File: src/rtl/bcd_conv_arbiter_if.sv
// Handshake bundle for the shared binary-to-BCD converter.
// It carries two requester channels, one result channel and a busy flag.
interface bcd_conv_arbiter_if;
  logic        req0_valid;
  logic [15:0] req0_data;
  logic        req0_ready;
  logic        req1_valid;
  logic [15:0] req1_data;
  logic        req1_ready;
  logic        out_valid;
  logic        out_ready;
  logic [15:0] out_data;
  logic        out_id;
  logic        out_ovf;
  logic        busy;

  modport slave (
    input  req0_valid, req0_data, req1_valid, req1_data, out_ready,
    output req0_ready, req1_ready, out_valid, out_data, out_id, out_ovf, busy
  );

  modport master (
    output req0_valid, req0_data, req1_valid, req1_data, out_ready,
    input  req0_ready, req1_ready, out_valid, out_data, out_id, out_ovf, busy
  );
endinterface

File: src/rtl/bcd_conv_arbiter.sv
// Two requesters share one iterative double-dabble engine, with round-robin grants.
// A result is produced 16 cycles after acceptance and held until the consumer takes it.
module bcd_conv_arbiter #(
  parameter bit SATURATE = 1'b1
) (
  input logic            clk,
  input logic            reset_n,
  bcd_conv_arbiter_if.slave bus
);

  localparam logic [1:0] IDLE  = 2'd0;
  localparam logic [1:0] SHIFT = 2'd1;
  localparam logic [1:0] DONE  = 2'd2;

  logic [1:0]  state;
  logic [35:0] work;
  logic [35:0] adjusted;
  logic [35:0] work_next;
  logic [4:0]  count;
  logic        cur_id;
  logic        last_grant;
  logic        grant_idx;
  logic        accept;
  logic        ovf_next;
  logic [15:0] grant_data;

  // Ready is gated by reset_n so that reset forces both readys low at once.
  always_comb begin
    grant_idx  = (bus.req0_valid && bus.req1_valid) ? ~last_grant : bus.req1_valid;
    grant_data = grant_idx ? bus.req1_data : bus.req0_data;
    accept     = reset_n && (state == IDLE) && (bus.req0_valid || bus.req1_valid);
  end

  assign bus.req0_ready = accept && !grant_idx;
  assign bus.req1_ready = accept && grant_idx;
  assign bus.out_valid  = (state == DONE);
  assign bus.busy       = (state != IDLE);

  always_comb begin
    adjusted = work;
    for (int i = 0; i < 5; i++) begin
      if (work[16 + 4*i +: 4] >= 4'd5)
        adjusted[16 + 4*i +: 4] = work[16 + 4*i +: 4] + 4'd3;
    end
    work_next = adjusted << 1;
    ovf_next  = |work_next[35:32];
  end

  // Results are captured on the final shift, so they stay stable for the whole DONE stall.
  always_ff @(posedge clk or negedge reset_n) begin
    if (!reset_n) begin
      state        <= IDLE;
      work         <= '0;
      count        <= '0;
      cur_id       <= 1'b0;
      last_grant   <= 1'b1;
      bus.out_data <= '0;
      bus.out_id   <= 1'b0;
      bus.out_ovf  <= 1'b0;
    end else begin
      case (state)
        IDLE: begin
          if (accept) begin
            work       <= {20'b0, grant_data};
            cur_id     <= grant_idx;
            last_grant <= grant_idx;
            count      <= '0;
            state      <= SHIFT;
          end
        end
        SHIFT: begin
          work  <= work_next;
          count <= count + 5'd1;
          if (count == 5'd15) begin
            state        <= DONE;
            bus.out_data <= (ovf_next && SATURATE) ? 16'h9999 : work_next[31:16];
            bus.out_id   <= cur_id;
            bus.out_ovf  <= ovf_next;
          end
        end
        DONE: begin
          if (bus.out_ready)
            state <= IDLE;
        end
        default: state <= IDLE;
      endcase
    end
  end

endmodule

File: src/flat_wrapper.sv
// flat-port wrapper written by rule: the top's interface ports become plain ports
module bcd_conv_arbiter_flat 
#(
  parameter bit SATURATE = 1'b1
)
  (clk, reset_n, bus_req0_valid, bus_req0_data, bus_req1_valid, bus_req1_data, bus_out_ready, bus_req0_ready, bus_req1_ready, bus_out_valid, bus_out_data, bus_out_id, bus_out_ovf, bus_busy);
  bcd_conv_arbiter_if bus_i ();
  input logic clk;
  input logic reset_n;
  input wire logic [$bits(bus_i.req0_valid)-1:0] bus_req0_valid;
  input wire logic [$bits(bus_i.req0_data)-1:0] bus_req0_data;
  input wire logic [$bits(bus_i.req1_valid)-1:0] bus_req1_valid;
  input wire logic [$bits(bus_i.req1_data)-1:0] bus_req1_data;
  input wire logic [$bits(bus_i.out_ready)-1:0] bus_out_ready;
  output wire logic [$bits(bus_i.req0_ready)-1:0] bus_req0_ready;
  output wire logic [$bits(bus_i.req1_ready)-1:0] bus_req1_ready;
  output wire logic [$bits(bus_i.out_valid)-1:0] bus_out_valid;
  output wire logic [$bits(bus_i.out_data)-1:0] bus_out_data;
  output wire logic [$bits(bus_i.out_id)-1:0] bus_out_id;
  output wire logic [$bits(bus_i.out_ovf)-1:0] bus_out_ovf;
  output wire logic [$bits(bus_i.busy)-1:0] bus_busy;
  assign bus_i.req0_valid = bus_req0_valid;
  assign bus_i.req0_data = bus_req0_data;
  assign bus_i.req1_valid = bus_req1_valid;
  assign bus_i.req1_data = bus_req1_data;
  assign bus_i.out_ready = bus_out_ready;
  assign bus_req0_ready = bus_i.req0_ready;
  assign bus_req1_ready = bus_i.req1_ready;
  assign bus_out_valid = bus_i.out_valid;
  assign bus_out_data = bus_i.out_data;
  assign bus_out_id = bus_i.out_id;
  assign bus_out_ovf = bus_i.out_ovf;
  assign bus_busy = bus_i.busy;
  bcd_conv_arbiter #(.SATURATE(SATURATE)) u_core (.clk(clk), .reset_n(reset_n), .bus(bus_i));
endmodule
File: config.mk
export PLATFORM = sky130hd
export DESIGN_NAME = bcd_conv_arbiter_flat
export DESIGN_NICKNAME = d
export VERILOG_FILES = /design/src/rtl/bcd_conv_arbiter_if.sv /design/src/rtl/bcd_conv_arbiter.sv /design/src/flat_wrapper.sv
export SDC_FILE = /design/constraint.sdc
export NUM_CORES = 1
export LEC_CHECK = 0
export CORE_ASPECT_RATIO = 1.5
export CORE_MARGIN = 4
export CORE_UTILIZATION = 45
export CTS_BUF_LIST = sky130_fd_sc_hd__clkbuf_8
export DETAILED_ROUTE_END_ITERATION = 16
export PLACE_DENSITY = 0.71
export SETUP_SLACK_MARGIN = 0.15
export SLEW_MARGIN = 25
export SYNTH_ARGS = -nofsm -noshare
export SYNTH_HDL_FRONTEND = slang
export SYNTH_SLANG_ARGS = --single-unit
File: constraint.sdc
create_clock -name clk -period 5.3 [get_ports clk]
set_input_delay 0.795 -clock clk [delete_from_list [all_inputs] [get_ports clk]]
set_output_delay 0.795 -clock clk [all_outputs]
set_load 0.05 [all_outputs]
==> impl_metrics.json <==
{
  "status": "finished, final reports clean",
  "crit_top_cell": "clkdlybuf4s50_1",
  "switchingPower_w": 0.0009555,
  "synth_top_area_cell": "dfrtp_1",
  "fill_cells": 588,
  "io_buffers": 58,
  "grt_setup_unrepaired": "false",
  "yosys.area_share.simple_pct": 16.09,
  "synth_xor_area_share_pct": 1.685,
  "cts_root_buffer": "clkbuf_8",
  "path_cells": "clkdlybuf4s50_1 > inv_1 > o2111a_1 > clkdlybuf4s50_1",
  "synth.area.mux_share_pct": 1.806,
  "area_growth_pct": 25.36,
  "dpl.hpwl_um": 4884,
  "cts_buffer_depth": 2,
  "synth_edf_count": 0,
  "p_seq_share_pct": 36.8,
  "drt_iter0_markers": 215,
  "end_kind": "primary output",
  "netlist-cell-type-count": 42,
  "syn_nets": 369,
  "path_clk_slew_ns": 0.06,
  "drtAntennaViolNets": 0,
  "crit_cells": 4,
  "worst_slew_pin_slew_ns": 0.8666,
  "first_pass_iters": 4,
  "p_leak_nw": 1.759,
  "fin_crit_sh_pct": 68.51,
  "slew_viol_final": 0,
  "syn_area_sq_um": 3118,
  "finalCriticalPeriod_ns": 3.631,
  "crit_path_max_fanout": 19,
  "start_util_pct": 47.09,
  "post_dp_cell_area_sq_um": 3746,
  "crit_family": "buffers and inverters",
  "ir_worst_vdd_mv": 0.2364,
  "synth_top_family_by_area": "compound AO/OA/AOI/OAI gates",
  "insertion_delay_ns": 0.34,
  "comb_power_share_pct": 47.6,
  "p_per_area_nw_per_um2": 569.1,
  "worst_slack_ns": 1.669,
  "vias": 2584,
  "seq_area_sq_um": 1578,
  "hold_path_depth": 2,
  "antenna_found_initial": 0,
  "cts_tree": "done",
  "post_cts_buffers": 0,
  "hold_path_class": "reg2reg",
  "dieArea_sq_um": 8352,
  "grt-ovfl-total": 0,
  "fin_skew_ns": 0.01020,
  "drt_wl_total_um": 6971,
  "grtUsageTotal_pct": 17.44,
  "dieWidth_um": 75.97,
  "grt_pass1_vias": 2667,
  "drv_cap": 0,
  "drc": 0,
  "std_cell_rows": 36,
  "synthTopCellsByArea": "dfrtp_1 (50%), nand2_1 (8.1%), o21ai_0 (5.5%), a222oi_1 (5.1%), ha_1 (4.8%)",
  "yosysWarnings": 0,
  "slew_headroom_pct": 42.01,
  "die_h_um": 110.0,
  "ys_seq_elements": 63,
  "critPathArrivalTime_ns": 2.84,
  "p_sw_share_pct": 42.95,
  "worstRegToRegCells": 6,
  "coreArea_sq_um": 6621,
  "ioPinCount": 59,
  "num_antenna_cells": 0,
  "async_reset_ff_share_pct": 100.0,
  "layout-drive-gt1-share_pct": 7.874,
  "syn_inst": 320,
  "post-route-util_pct": 59.03,
  "hold_buffers": 0,
  "numCtsBuffers": 9,
  "synth_compound_area_share_pct": 20.51,
  "slowest_stage": "clkdlybuf4s50_1",
  "grt_max_degree": 64,
  "p_total_w": 0.002224,
  "ys_seq_area_share_pct": 50.60,
  "tns_ns": 0,
  "synth_top_area_share_pct": 49.76,
  "clock-sinks": 63,
  "gp_congestion": 0.8124,
  "start_kind": "input port",
  "criticalPathCategory": "in2out",
  "pre_cts_ws_ns": 1.692,
  "ctsResizeCount": 0,
  "setup_viol": 0,
  "hold_viol_final": 0,
  "routedWlPerCell_um": 15.25,
  "cp.buffers_inverters": 3,
  "layout.nets": 425,
  "clock_power_share_pct": 15.7,
  "p_int_w": 0.001269,
  "vias_per_cell": 5.654,
  "htreeDepth": 3,
  "final_cell_area_sq_um": 3909,
  "cp_data_required_time_ns": 4.51,
  "grt_pass1_wl_um": 11810,
  "fmaxAchievable_ghz": 0.2754,
  "synth_top_flop_cell": "dfrtp_1",
  "multiInputGateArea_sq_um": 1404,
  "syn_avg_cell_area_sq_um": 9.744,
  "cp_slowest_stage_delay_ns": 0.93,
  "yosys.area_share.adder_pct": 4.815
}
-- per-stage QoR --
| stage | hold WS [ns] | cells |
|---|---|---|
| 3_3_place_gp | 0.4588 | 441 |
| 2_1_floorplan | 0.4394 | 320 |
| 5_1_grt | 0.5023 | 457 |
| 6_report | 0.4795 | 457 |
| 3_5_place_dp | 0.4670 | 441 |
| 4_1_cts | 0.4834 | 457 |
-- layout make-up --
class                           instances  share of cell area (%)
Multi-Input combinational cell        223                   35.92
Tap cell                               76                   2.433
Clock buffer                           10                   3.521
Sequential cell                        63                   40.36
Inverter                               17                   1.633
Timing Repair Buffer                   62                   15.49
Clock inverter                          6                  0.6402
-- worst reg2reg max path, cell delays in order (launching register included) --
cell and delay [ns]:
dfrtp_1 0.38, ha_1 0.20, and3_1 0.17, ha_1 0.24, inv_1 0.15, nor2_1 0.70
a41oi_1 0.21
-- flip-flops by register name, summed over array words and instances (netlist names) --
signal	flops
u_core.work	36
u_core.bus.out_data	16
u_core.count	5
u_core.state	2
u_core.bus.out_id	1
u_core.bus.out_ovf	1
u_core.cur_id	1
u_core.last_grant	1
-- placed cells by master, fill, tap and decap left out, types with 2 or more instances in the layout --
| master | n |
|---|---|
| a21o_1 | 3 |
| a21oi_1 | 7 |
| a221o_1 | 2 |
| a222oi_1 | 16 |
| a22o_1 | 2 |
| a31oi_1 | 2 |
| a41oi_1 | 2 |
| and2_1 | 3 |
| buf_4 | 4 |
| clkbuf_8 | 10 |
| clkdlybuf4s50_1 | 57 |
| clkinv_2 | 2 |
| dfrtp_1 | 62 |
| ha_1 | 12 |
| inv_1 | 21 |
| mux2_2 | 5 |
| nand2_1 | 67 |
| nand2b_1 | 9 |
| nor2_1 | 17 |
| nor3_1 | 6 |
| o2111a_1 | 2 |
| o21ai_0 | 34 |
| o22ai_1 | 2 |
| o31ai_1 | 5 |
| o41ai_1 | 4 |
| or3b_2 | 3 |
| xnor2_1 | 4 |
| xor2_1 | 2 |
-- logic make-up (layout without fill, tap and decap cells) --
logic type	after synthesis	after routing
buf+inv	34	95
simple gates	113	113
mux	5	5
flops	63	63
compound gates	87	87
fa+ha+maj	12	12
xor+xnor	6	6
-- power groups by stage --
stage	registers, W	logic [W]	clock network [W]
floorplan	0.000958	0.000623	0
global placement	0.000819	0.00104	0
detailed placement	0.000827	0.00107	0
CTS	0.000820	0.00107	0.000357
global route	0.000848	0.00117	0.000376
finish	0.000818	0.00106	0.000349
-- routing by layer --
layer / part of all wire [%] / global-route usage (%) / vias to the layer above
met3: 5.2 / 4.426 / 9
met2: 52 / 31.99 / 76
met4: 1.2 / 6.361 / 0
met5: 0 / 0 / -
li1: - / - / 1260
met1: 41 / 19.37 / 1239
-- synthesized netlist by cell type, drive strengths merged (3+ instances only) --
cell / number
nand2b: 9
clkbuf: 12
nor3: 6
o31ai: 5
inv: 17
xnor2: 4
buf: 5
o41ai: 4
a21oi: 7
and2: 3
a21o: 3
ha: 12
o21ai: 34
nor2: 17
or3b: 3
nand2: 67
mux2: 5
dfrtp: 62
a222oi: 16
-- path summary, 6_finish.rpt --
kind                                            to  slack [ns]                     from
max                                 bus_req0_ready        1.67           bus_req1_valid
min                        u_core.bus.out_data[14]        0.48  u_core.bus.out_data[14]
max reg2reg                u_core.bus.out_data[15]        3.07          u_core.count[0]
min reg2reg                u_core.bus.out_data[14]        0.48  u_core.bus.out_data[14]
max in group asynchronous   u_core.bus.out_data[4]        4.08                  reset_n
min in group asynchronous          u_core.work[25]        0.70                  reset_n
(Power assumes the default switching activity.)
